<file path="config.mk">
export PLATFORM = sky130hd
export DESIGN_NAME = spill_stack
export DESIGN_NICKNAME = d
export VERILOG_FILES = /design/src/rtl/cpu_pkg.sv /design/src/rtl/stack_ring.sv /design/src/rtl/spill_stack.sv
export SDC_FILE = /design/constraint.sdc
export NUM_CORES = 1
export LEC_CHECK = 0
export CORE_ASPECT_RATIO = 0.7
export CORE_MARGIN = 3
export CORE_UTILIZATION = 63
export DETAILED_ROUTE_END_ITERATION = 10
export PLACE_DENSITY_LB_ADDON = 0.1
export SYNTH_ARGS = -nofsm -noshare
export SYNTH_HDL_FRONTEND = slang
export SYNTH_SLANG_ARGS = --single-unit
</file>
<file path="constraint.sdc">
create_clock -name clk -period 8.12 [get_ports clk]
set_input_delay 0.812 -clock clk [delete_from_list [all_inputs] [get_ports clk]]
set_output_delay 0.812 -clock clk [all_outputs]
set_load 0.05 [all_outputs]
</file>
<file path="src/rtl/cpu_pkg.sv">
// cpu_pkg: shared types for the Forth core execute stage.
// Provides the stack op encoding, its decoder from the change/dec/update
// controls, and the state encoding of the stack spill/fill engine.
package cpu_pkg;

   typedef enum logic [1:0] {
      HOLD,
      PUSH,
      POP,
      UPDATE
   } stack_op_t;

   typedef enum logic [1:0] {
      IDLE,
      SPILL,
      FILL
   } spill_state_t;

   function automatic stack_op_t decode_op(
      input logic change,
      input logic dec,
      input logic update
   );
      stack_op_t op;
      op = HOLD;
      if (change) begin
         op = dec ? POP : PUSH;
      end else if (update) begin
         op = UPDATE;
      end
      return op;
   endfunction

endpackage

</file>
<file path="src/rtl/stack_ring.sv">
// stack_ring: DEPTH x WIDTH register ring holding the newest stack entries.
// Ports: bot/count locate the live window; top_data/bot_data read the
// newest/oldest entry; push writes above top, update overwrites top,
// fill writes the slot just below bot. Indices wrap modulo DEPTH.
module stack_ring
   import cpu_pkg::*;
#(
   parameter int WIDTH = 16,
   parameter int DEPTH = 8
) (
   input  logic                     clk,
   input  logic [$clog2(DEPTH)-1:0] bot,
   input  logic [$clog2(DEPTH):0]   count,
   input  logic                     push,
   input  logic                     update,
   input  logic [WIDTH-1:0]         data,
   input  logic                     fill,
   input  logic [WIDTH-1:0]         fill_data,
   output logic [WIDTH-1:0]         top_data,
   output logic [WIDTH-1:0]         bot_data
);

   localparam int AW = $clog2(DEPTH);
   localparam logic [AW-1:0] ONE = AW'(1);

   logic [WIDTH-1:0] ring [DEPTH];
   logic [AW-1:0]    above;
   logic [AW-1:0]    top;
   logic [AW-1:0]    below;

   // AW-bit arithmetic wraps modulo DEPTH (DEPTH is a power of two)
   assign above = bot + count[AW-1:0];
   assign top   = above - ONE;
   assign below = bot - ONE;

   assign top_data = ring[top];
   assign bot_data = ring[bot];

   always_ff @(posedge clk) begin
      if (push) begin
         ring[above] <= data;
      end
      if (update) begin
         ring[top] <= data;
      end
      if (fill) begin
         ring[below] <= fill_data;
      end
   end

endmodule

</file>
<file path="src/rtl/spill_stack.sv">
// spill_stack: Forth stack with an on-chip ring that spills its oldest
// entries to a backing memory and refills them in the background.
// Ports: D/change/dec/update CPU op in, Q top out, stall hold request,
// sticky overflow/underflow, depth total entries, mem_* transfer port.
module spill_stack
   import cpu_pkg::*;
#(
   parameter int                     WIDTH       = 16,
   parameter int                     DEPTH       = 8,
   parameter int                     MADDR_WIDTH = 8,
   parameter logic [MADDR_WIDTH-1:0] BASE_ADDR   = '0,
   parameter int                     LOW_WATER   = 2,
   parameter int                     HIGH_WATER  = DEPTH - 2
) (
   input  logic                   clk,
   input  logic                   reset,
   input  logic [WIDTH-1:0]       D,
   input  logic                   change,
   input  logic                   dec,
   input  logic                   update,
   output logic [WIDTH-1:0]       Q,
   output logic                   stall,
   output logic                   overflow,
   output logic                   underflow,
   output logic [MADDR_WIDTH+1:0] depth,
   output logic                   mem_req,
   output logic                   mem_we,
   output logic [MADDR_WIDTH-1:0] mem_addr,
   output logic [WIDTH-1:0]       mem_wdata,
   input  logic                   mem_ack,
   input  logic [WIDTH-1:0]       mem_rdata
);

   localparam int AW = $clog2(DEPTH);
   localparam int CW = AW + 1;
   localparam int SW = MADDR_WIDTH + 1;
   localparam int DW = MADDR_WIDTH + 2;

   localparam logic [CW-1:0] C_FULL   = CW'(DEPTH);
   localparam logic [CW-1:0] C_ALMOST = CW'(DEPTH - 1);
   localparam logic [CW-1:0] C_ONE    = CW'(1);
   localparam logic [CW-1:0] C_LOW    = CW'(LOW_WATER);
   localparam logic [CW-1:0] C_HIGH   = CW'(HIGH_WATER);
   localparam logic [SW-1:0] S_FULL   = SW'(2 ** MADDR_WIDTH);
   localparam logic [SW-1:0] S_ONE    = SW'(1);
   localparam logic [AW-1:0] B_ONE    = AW'(1);
   localparam logic [MADDR_WIDTH-1:0] A_ONE = MADDR_WIDTH'(1);

   spill_state_t   state;
   spill_state_t   state_n;
   logic [CW-1:0]  count;
   logic [CW-1:0]  count_n;
   logic [SW-1:0]  sp;
   logic [SW-1:0]  sp_n;
   logic [AW-1:0]  bot;
   logic [AW-1:0]  bot_n;

   stack_op_t      op;
   logic           is_push;
   logic           is_pop;
   logic           is_upd;
   logic           empty;
   logic           full;
   logic           ovf_hit;
   logic           unf_hit;
   logic           push_do;
   logic           pop_do;
   logic           upd_do;
   logic           spill_done;
   logic           fill_done;
   logic [WIDTH-1:0] top_data;
   logic [WIDTH-1:0] bot_data;

   stack_ring #(
      .WIDTH (WIDTH),
      .DEPTH (DEPTH)
   ) u_ring (
      .clk       (clk),
      .bot       (bot),
      .count     (count),
      .push      (push_do),
      .update    (upd_do),
      .data      (D),
      .fill      (fill_done),
      .fill_data (mem_rdata),
      .top_data  (top_data),
      .bot_data  (bot_data)
   );

   always_comb begin
      op         = decode_op(change, dec, update);
      is_push    = (op == PUSH);
      is_pop     = (op == POP);
      is_upd     = (op == UPDATE);
      spill_done = (state == SPILL) && mem_ack;
      fill_done  = (state == FILL) && mem_ack;
      // ring[bot] is already handed to memory while spilling
      empty = (state == SPILL) ? (count == C_ONE) : (count == '0);
      // a fill owns the slot below bot until it lands
      full = (count == C_FULL) ||
             ((state == FILL) && (count == C_ALMOST));
      ovf_hit = is_push && (count == C_FULL) && (sp == S_FULL);
      unf_hit = (is_pop || is_upd) && (count == '0) &&
                (sp == '0) && (state == IDLE);
      stall = ((is_pop || is_upd) && empty &&
               ((sp != '0) || (state == SPILL))) ||
              (is_push && full && !ovf_hit);
      push_do = is_push && !stall && !ovf_hit;
      pop_do  = is_pop && !stall && !unf_hit;
      upd_do  = is_upd && !stall && !unf_hit;

      count_n = count;
      if (push_do)    count_n = count_n + C_ONE;
      if (fill_done)  count_n = count_n + C_ONE;
      if (pop_do)     count_n = count_n - C_ONE;
      if (spill_done) count_n = count_n - C_ONE;

      sp_n  = sp;
      bot_n = bot;
      if (spill_done) begin
         sp_n  = sp + S_ONE;
         bot_n = bot + B_ONE;
      end
      if (fill_done) begin
         sp_n  = sp - S_ONE;
         bot_n = bot - B_ONE;
      end
   end

   // Watermarks are judged on registered count only
   always_comb begin
      state_n = state;
      unique case (state)
         IDLE: begin
            if ((count > C_HIGH) && (sp < S_FULL)) begin
               state_n = SPILL;
            end else if ((count < C_LOW) && (sp != '0)) begin
               state_n = FILL;
            end
         end
         SPILL, FILL: begin
            if (mem_ack) begin
               state_n = IDLE;
            end
         end
         default: state_n = IDLE;
      endcase
   end

   always_ff @(posedge clk) begin
      if (reset) begin
         state     <= IDLE;
         count     <= '0;
         sp        <= '0;
         bot       <= '0;
         mem_we    <= 1'b0;
         mem_addr  <= BASE_ADDR;
         mem_wdata <= '0;
         overflow  <= 1'b0;
         underflow <= 1'b0;
      end else begin
         state <= state_n;
         count <= count_n;
         sp    <= sp_n;
         bot   <= bot_n;
         if (ovf_hit) overflow <= 1'b1;
         if (unf_hit) underflow <= 1'b1;
         // request fields are frozen on entry and held until ack
         if ((state == IDLE) && (state_n == SPILL)) begin
            mem_we    <= 1'b1;
            mem_addr  <= BASE_ADDR + sp[MADDR_WIDTH-1:0];
            mem_wdata <= bot_data;
         end
         if ((state == IDLE) && (state_n == FILL)) begin
            mem_we   <= 1'b0;
            mem_addr <= BASE_ADDR + sp[MADDR_WIDTH-1:0] - A_ONE;
         end
      end
   end

   assign mem_req = (state != IDLE);
   assign Q       = (count == '0) ? '0 : top_data;
   assign depth   = DW'(count) + DW'(sp);

endmodule

</file>
* Word level (Yosys, flattened, before mapping)
Memories as Yosys holds them, arrays and structs flattened. A register that Yosys moved wholly into a read port is not among the register bits. Index checks and enable logic that the tools add are counted.
Storage, ports and cells: flip-flop bits (word level) 29, bits in writable memories 128, bits of input ports 38, output and inout bits 55, logic and storage cells 102, memories kept 1
Cells by class: add/subtract/negate cells 12, order comparisons 3, equality and inequality tests 11, mux-type cells 28, reduce and logical (&&, ||, !) cells 39
Memories:
- u_ring.ring | words 8, width 16, rd ports 2, clocked after Yosys merged registers in 1, wr ports 2, RTL line stack_ring.sv:26 | logic [WIDTH-1:0] ring [DEPTH];
Operators with widths (count):
- 2-to-1 mux 16 bit | 2
- logical AND 1 bit | 22
- 2-to-1 mux 9 bit | 2
- 2-to-1 mux 4 bit | 4
- 2-to-1 mux 8 bit | 2
- OR reduction 16 bit | 1
- 2-to-1 mux 2 bit | 6
- adder 4 x 9 -> 10 bit | 1
- adder 9 x 1 -> 9 bit (second input constant) | 1
- == test 9 bit (second input constant) | 1
- logical NOT 9 bit | 1
- < comparator 9 bit (second input constant) | 1
- 2-to-1 mux 3 bit | 3
- nonzero test 9 bit | 1
- subtractor 9 x 1 -> 9 bit (second input constant) | 1
- adder 4 x 1 -> 4 bit (second input constant) | 2
- == test 2 bit (second input constant) | 4
- 2-to-1 mux 1 bit | 8
- subtractor 4 x 1 -> 4 bit (second input constant) | 2
- subtractor 8 x 1 -> 8 bit (second input constant) | 1
- == test 2 x 1 -> 1 bit (second input constant) | 3
- nonzero test 2 bit | 3
- subtractor 3 x 1 -> 3 bit (second input constant) | 2
- == test 4 x 1 -> 1 bit (second input constant) | 1
- 12 further kinds | 18

* Longest topological paths before layout
Gate-level depths: netlist of the first run.
word-level depth 18, mapped depth 14, mapped depth without buffers 14

* Hierarchy
Synthesis of the first run repeated with hierarchy kept, for this count alone.
Second synthesis, totals: cell total of the unflattened synthesis 820, area, all modules 10812.9 um^2
Modules (own cells, without submodules):
- stack_ring | instances 1, cells each 426, area an instance 7669.9 um^2, sequential area each 3843.7 um^2
- spill_stack | instances 1, cells each 394, area an instance 3143.0 um^2, sequential area each 900.9 um^2

* Worst setup path before layout of the first run
Ideal clock, no wire load.
kind flip-flop to output port, start register count[0], end output Q[10], arrival 3.609 ns, required time 7.308 ns, slack 3.699 ns, stages on the path, launching flop included 11, buffers on the path 4, cell sequence dfxtp_1 > ha_1 > clkbuf_1 > buf_1 > inv_1 > ha_1 > buf_1 > clkbuf_1 > mux4_2 > nand2_1 > a21oi_1
Between the ends: cells in the longest elaborated chain, start to end 4, elaborated cells between the ends (all ways) 5, classes of those cells 2 x add/sub; 1 x mux; 1 x reduce/logical; 1 x memory
RTL lines:
- start, declared | RTL line spill_stack.sv:51 | logic [CW-1:0] count;
- start signal, assigned | RTL line spill_stack.sv:163 | count <= count_n;
- adder 3 bit | RTL line stack_ring.sv:32 | assign above = bot + count[AW-1:0];
- subtractor 3 x 1 -> 3 bit | RTL line stack_ring.sv:33 | assign top = above - ONE;
- memory (8 x 16 bit)
- 2-to-1 mux 16 bit * | RTL line spill_stack.sv:182 | assign Q = (count == '0) ? '0 : top_data;
- end, declared | RTL line spill_stack.sv:21 | output logic [WIDTH-1:0] Q,
Mark *: on every way between the ends. The rest lies on a longest branch, timed or not.

* Worst setup path in the final report of the first run
start register count[0], end output Q[13]
Same word-level chain as after synthesis.

==> flow_summary.ini, run 1 <==
[global_routing]
overflow = 0
antenna_found_initial = 0
met1_usage = 0.4354
grt_pass1_vias = 7914
grt_max_degree = 48
use_met3 = 0.09508
grt.busiest_layer = met2
use_met2 = 0.5159
track_usage = 0.3233
grt_pass1_wl_um = 44890

[logic_synthesis]
syn_nets = 903
yosys-top-cells-area = edfxtp_1 (36%), mux2_2 (14%), mux4_2 (14%), dfxtp_1 (8.6%), ha_1 (3.2%)
yosysMostFrequentCell = mux2_2
syn_area_per_cell_um2 = 12.62
synthCells = 835
synth.ff_latch_count = 173
seq_area_frac_synth = 0.4504
yosys.area.top_type = edfxtp_1
synthArstFlopShare = 0
synthFlopType = edfxtp_1
synth_edf_count = 128
yosysUniqueCellTypes = 65
synth_commonest_cells = mux2_2 (130), edfxtp_1 (128), mux4_2 (64), nand2_1 (63), nor2_1 (58)
syn-cell-area_um2 = 10540
yosysTopAreaCellShare = 0.3648
yosys_warnings = 0

[worst_setup_path]
crit_required_ps = 7310
max_stage_delay_ps = 860
crit_type = flip-flop to output port
r2r_setup_slack_ps = 3450
startpoint = count[0]
rr_worst_depth = 10
critPathLaunchType = flip-flop
crit_chain = ha_2, buf_4, inv_1, ha_2, xor2_1, buf_4, nand2_1, a21oi_1, clkdlybuf4s50_1
arrival_ps = 4750
r2r-end = u_ring.ring[5][4]
end_kind = output port
crit_fanout = 35
crit_slowest_cell = xor2_1
r2r-start = count[0]
cp-endpoint = Q[13]

[die]
die_h_um = 114.2
rows = 38
initial_core_util = 0.6614
dieArea_um2 = 18340
die_w_um = 160.6
core_area_um2 = 15930
design.portCount = 93

[route]
drcViolationCount = 0
first_pass_iters = 5
vias = 7873
drt_iter0_markers = 1019
vias_per_cell = 6.840
wl_per_cell_um = 25.28
antenna_left = 0
wirelength_um = 29100

[timing]
finalSetupViolCount = 0
hold_slack_ps = 478.0
rsz0062_at_grt = false
tightest_slew_ps = 1096
finalCritPeriodShare = 0.6851
fmax_mhz = 179.8
relSlewSlack = 0.2667
final.setup.worst_slack_ps = 2557
setup_tns_ps = 0
maxSlewViolCount = 0
finalHoldViolCount = 0
clock_skew_ps = 8.605
post-route-min-period_ps = 5563

[clock_tree]
htreeDepth = 4
cts_hold_buf = 0
cts_tree = built
cts_root_buf = clkbuf_16
cts_setup_buffers = 0
cts_max_path_buffers = 2
cts_resized = 0
cts_sinks = 173
insertion_delay_ps = 430
cts.clk_slew.worst_paths_ps = 70
cts_made_buffers = 17

[placed_design]
place_hpwl_um = 18980
port_buffers = 92
gp_congestion = 0.9276
dp_slack_ps = 3044

[power_and_ir_drop]
power-per-cell-area_nw_per_um2 = 417.6
p_total_w = 0.005131
p_leak_nw = 4.086
ir_drop_uv = 344.6

[worst_hold_path]
hold_class = flip-flop to flip-flop

[finish]
nets = 986
drive_above_1_share = 0.2868
synthToLayoutAreaGrowth_pct = 16.61
diodes = 0

[outcome]
status = complete, no violations

[flow_run]
drv.max_cap_violation_count = 0
cells by family after synthesis:
family,Yosys count,share of synthesized area
muxes,213,0.2938
and+or+nand+nor,199,0.09026
DFF,173,0.4504
AOI/OAI and AO/OA,117,0.07435
buffers and inverters,74,0.02934
adders and majority gates,30,0.03777
xor gates and xnor gates,29,0.02411
flip-flops by register name, indices dropped and copies added (netlist names):
register     count
mem_addr         8
mem_wdata       16
overflow         1
state            2
count            4
underflow        1
u_ring.ring    128
bot              3
sp               9
mem_we           1
cell usage in the layout, fill, tap and decap left out, types with 4 or more instances in the layout:
cell / n
buf_4: 24
clkdlybuf4s50_1: 91
inv_1: 21
clkbuf_16: 17
nand2b_1: 5
nor2_1: 58
dfxtp_1: 44
xnor2_1: 19
xor2_1: 10
mux4_2: 64
or3_1: 5
ha_1: 25
nor3_2: 4
nor3_1: 15
a21oi_1: 38
a211oi_1: 24
nand2_1: 63
nor2b_1: 6
mux2i_1: 19
o21bai_1: 4
edfxtp_1: 128
mux2_2: 130
o21ai_0: 13
nand3_1: 16
power breakdown:
| group | total [W] | internal (W) | switching (W) |
|---|---|---|---|
| combinational | 0.00302 | 0.00113 | 0.00189 |
| sequential | 0.00130 | 0.00117 | 0.000129 |
| clock | 0.000812 | 0.000469 | 0.000343 |
worst min path at each step:
stage	from	end	slack [ps]	cells past startpoint
5_1_grt	mem_wdata[0]	mem_wdata[0]	520	2
4_1_cts	underflow	underflow	480	2
3_3_place_gp	underflow	underflow	460	2
2_1_floorplan	sp[0]	sp[0]	520	2
6_report	underflow	underflow	480	2
3_5_place_dp	underflow	underflow	470	2
final cells by class:
class	count	area (um^2)
multi-input combinational	588	5507
sequential	173	4746
fill	986	3642
timing repair buffer	116	1096
clock buffer	22	464.2
tap	220	275.3
clock inverter	10	115.1
inverter	22	82.58
metal layers:
metal,up-vias,part of all wire
met3,45,0.12
met2,544,0.47
met5,-,0
met1,3892,0.40
li1,3392,-
met4,0,0.017
critical path: cells and delay by family (launching register included):
family	cells	cell delay, ps
AOI/OAI and AO/OA	1	220
xor gates and xnor gates	1	860
adders and majority gates	2	530
buffers and inverters	4	1950
DFF	1	650
and+or+nand+nor	1	100
per-stage QoR:
| stage | cells | util | area, um^2 |
|---|---|---|---|
| floorplan | 835 | - | 10540 |
| global placement | 1119 | 0.7350 | 11710 |
| detailed placement | 1119 | 0.7350 | 11710 |
| CTS | 1151 | 0.7713 | 12290 |
| global route | 1151 | 0.7713 | 12290 |
| finish | 1151 | 0.7713 | 12290 |
No activity file was read; power rests on OpenSTA's default activity.
==> inputs of run 2 (changes only) <==
Settings changed: CORE_UTILIZATION 63 to 59.
Clock period 8.12 ns to 5.26 ns, I/O delays scaled along.
==> flow_summary.ini, run 2 (same netlist as run 1, synthesis figures left out) <==
[worst_setup_path]
crit_type = flip-flop to output port
crit_fanout = 19
crit_required_ps = 4730
end_kind = output port
critPathLaunchType = flip-flop
arrival_ps = 3920

[worst_hold_path]
hold_class = flip-flop to flip-flop

[timing]
rsz0062_at_grt = false
fmax_mhz = 225.1
maxSlewViolCount = 0
setup_tns_ps = 0
hold_slack_ps = 487.2
post-route-min-period_ps = 4443
finalHoldViolCount = 0
relSlewSlack = 0.2440
tightest_slew_ps = 1132
finalSetupViolCount = 0
finalCritPeriodShare = 0.8446
final.setup.worst_slack_ps = 817.3
clock_skew_ps = 10.81

[finish]
synthToLayoutAreaGrowth_pct = 17.20
top_regs = u_ring.ring x128, mem_wdata x16, sp x9
final_cell_mix = mux2_2 (130), edfxtp_1 (128), clkdlybuf4s50_1 (75)
seq_area_um2 = 4746
drive_above_1_share = 0.3119
diodes = 0
fin_util = 0.7130
multiInputGateArea_um2 = 5524
nets = 988
regMostFlops = u_ring.ring
layout_commonest_cell = mux2_2
fill_cells = 1224
largest_reg_flops = 128

[global_routing]
grt_max_degree = 48
grt_pass1_vias = 7653
overflow = 0
antenna_found_initial = 0
grt_pass1_wl_um = 44350
track_usage = 0.2920

[die]
initial_core_util = 0.6084
core_area_um2 = 17320
dieArea_um2 = 19520
rows = 40
design.portCount = 93
die_w_um = 165.7
die_h_um = 117.8

[power_and_ir_drop]
p_leak_nw = 4.160
power-per-cell-area_nw_per_um2 = 644.0
p_total_w = 0.007951
ir_drop_uv = 532.7

[flow_run]
drv.max_cap_violation_count = 0

[outcome]
status = complete, no violations

[clock_tree]
cts_max_path_buffers = 2
cts_setup_buffers = 0
cts_tree = built
cts_hold_buf = 0
htreeDepth = 4
cts.clk_slew.worst_paths_ps = 70
insertion_delay_ps = 440
cts_made_buffers = 17
cts_resized = 0
cts_sinks = 173
cts_root_buf = clkbuf_16

[route]
drcViolationCount = 0
first_pass_iters = 5
antenna_left = 0
wl_per_cell_um = 24.40
vias_per_cell = 6.661
wirelength_um = 28410
vias = 7753
drt_iter0_markers = 898

[placed_design]
gp_congestion = 0.8792
port_buffers = 92
place_hpwl_um = 18370
dp_slack_ps = 1021
-- run 2: layer usage --
layer  wire (um)  vias to the layer above  GRT usage
li1            -                     3404          -
met1       12420                     3905     0.4283
met2       13300                      411     0.4504
met3        2288                       33    0.05874
met4         397                        0    0.07844
met5           0                        -          0
-- run 2: final timing paths --
check                                          end  slack [ps]  startpoint  cells after the start
worst min-delay path                     underflow         490   underflow                      2
worst max register to register  u_ring.ring[5][15]        1020    count[0]                     11
worst max-delay path                          Q[8]         820    count[0]                      9
worst min register to register           underflow         490   underflow                      2
-- run 2: critical path, cell delays in order (launching register included) --
cell and delay (ps):
dfxtp_1 450, ha_2 260, fa_1 530, inv_1 90, ha_1 860, buf_4 440
mux4_2 250, nand2_1 50, a21oi_1 270, buf_4 260
-- run 2: power by group --
part / internal (W) / leakage (nW) / switching (W)
Clock: 0.000803 / 0.306 / 0.000579
Combinational: 0.00169 / 2.33 / 0.00288
Sequential: 0.00181 / 1.53 / 0.000189
Total: 0.00431 / 4.16 / 0.00365
-- run 2: metrics by stage --
stage,cells,instance area [um^2]
after floorplan,835,10540
after global placement,1132,11710
after detailed placement,1132,11710
after CTS,1164,12350
after global routing,1164,12350
final,1164,12350
-- run 2: area by class of cell --
class,instances,share of cell area
clock buffer,17,0.03445
clock inverter,15,0.01692
inverter,22,0.006688
multi-input combinational,588,0.4474
sequential,173,0.3844
tap,231,0.02341
timing repair buffer,118,0.08675
==> inputs of run 3 (changes only) <==
Clock period 5.26 ns to 4.1 ns, I/O delays scaled along.
==> flow_summary.ini, run 3 (same netlist as run 1, synthesis figures left out) <==
[outcome]
status = complete, no violations

[placed_design]
gp_congestion = 0.9062
dp.cells = 1152
place_hpwl_um = 20920
port_buffers = 92

[worst_setup_path]
crit_type = flip-flop to output port
end_kind = output port
crit_fanout = 16
crit_required_ps = 3690
arrival_ps = 3520
critPathLaunchType = flip-flop

[finish]
layout_commonest_cell = mux2_2
diodes = 0
nets = 1008
fill_cells = 1154
regMostFlops = u_ring.ring
fin_util = 0.7345
top_regs = u_ring.ring x128, mem_wdata x16, sp x9
largest_reg_flops = 128
final_cell_mix = mux2_2 (130), edfxtp_1 (128), clkdlybuf4s50_1 (75)
drive_above_1_share = 0.3305
layout.cells.non_filler = 1184
synthToLayoutAreaGrowth_pct = 20.74

[clock_tree]
insertion_delay_ps = 440
cts_tree = built
cts_resized = 0
htreeDepth = 4
cts_root_buf = clkbuf_16
cts_hold_buf = 0
cts_setup_buffers = 0
cts_sinks = 173
cts.clk_slew.worst_paths_ps = 70
cts_max_path_buffers = 2
cts_made_buffers = 17

[die]
core_area_um2 = 17320
design.portCount = 93
die_w_um = 165.7
rows = 40
die_h_um = 117.8
dieArea_um2 = 19520
initial_core_util = 0.6084

[power_and_ir_drop]
power-per-cell-area_nw_per_um2 = 855.3
p_leak_nw = 4.322
ir_drop_uv = 682.3

[route]
first_pass_iters = 5
drt_iter0_markers = 1052
wl_per_cell_um = 25.60
drcViolationCount = 0
wirelength_um = 30310
antenna_left = 0
vias_per_cell = 6.693
vias = 7924

[timing]
setup_tns_ps = 0
hold_slack_ps = 502.4
maxSlewViolCount = 0
rsz0062_at_grt = false
finalCritPeriodShare = 0.9575
finalHoldViolCount = 0
post-route-min-period_ps = 3926
finalSetupViolCount = 0
tightest_slew_ps = 1088
clock_skew_ps = 13.86
relSlewSlack = 0.2749
fmax_mhz = 254.7

[global_routing]
track_usage = 0.3119
antenna_found_initial = 0
grt_pass1_vias = 7879
overflow = 0
grt_pass1_wl_um = 46740
grt_max_degree = 48

[worst_hold_path]
hold_class = flip-flop to flip-flop

[flow_run]
drv.max_cap_violation_count = 0
[run 3: critical path, stage by stage (launching register included)]
cell     delay, ps
dfxtp_1        460
ha_2           270
fa_1           530
inv_1          100
ha_2           530
buf_4          340
mux4_2         240
nand2_1        100
a21oi_1        330
buf_12         180
[run 3: power breakdown]
| group | internal [W] | switching, W |
|---|---|---|
| clock network | 0.000874 | 0.000735 |
| logic | 0.00274 | 0.00398 |
| registers | 0.00232 | 0.000239 |
[run 3: through the flow]
stage | cell area [um^2] | total power [W] | worst slack, ps
floorplan | 10540 | 0.006716 | 81.08
global placement | 12120 | 0.009005 | 500.5
detailed placement | 12120 | 0.009192 | 446.7
CTS | 12710 | 0.01082 | 95.52
global route | 12720 | 0.01137 | 5.020
finish | 12720 | 0.01088 | 174.3
[run 3: final timing paths]
| check | from | endpoint | slack (ps) | cells after the start |
|---|---|---|---|---|
| hold / removal | mem_wdata[3] | mem_wdata[3] | 500 | 2 |
| hold reg to reg | mem_wdata[3] | mem_wdata[3] | 500 | 2 |
| setup reg to reg | count[1] | count[1] | 360 | 11 |
| setup / recovery | count[0] | Q[12] | 170 | 9 |
[run 3: metal layers]
metal | vias up | wire (um) | track usage
li1 | 3448 | - | -
met1 | 3974 | 12800 | 0.4518
met2 | 461 | 13890 | 0.4744
met3 | 41 | 3175 | 0.08694
met4 | 0 | 442 | 0.07169
met5 | - | 0 | 0
[run 3: layout make-up]
class | count | area, um^2 | area share
clock inverter | 10 | 96.34 | 0.007574
inverter | 22 | 82.58 | 0.006492
multi-input combinational | 588 | 5545 | 0.4360
tap | 231 | 289.0 | 0.02272
clock buffer | 22 | 489.2 | 0.03846
sequential | 173 | 4746 | 0.3731
timing repair buffer | 138 | 1471 | 0.1157
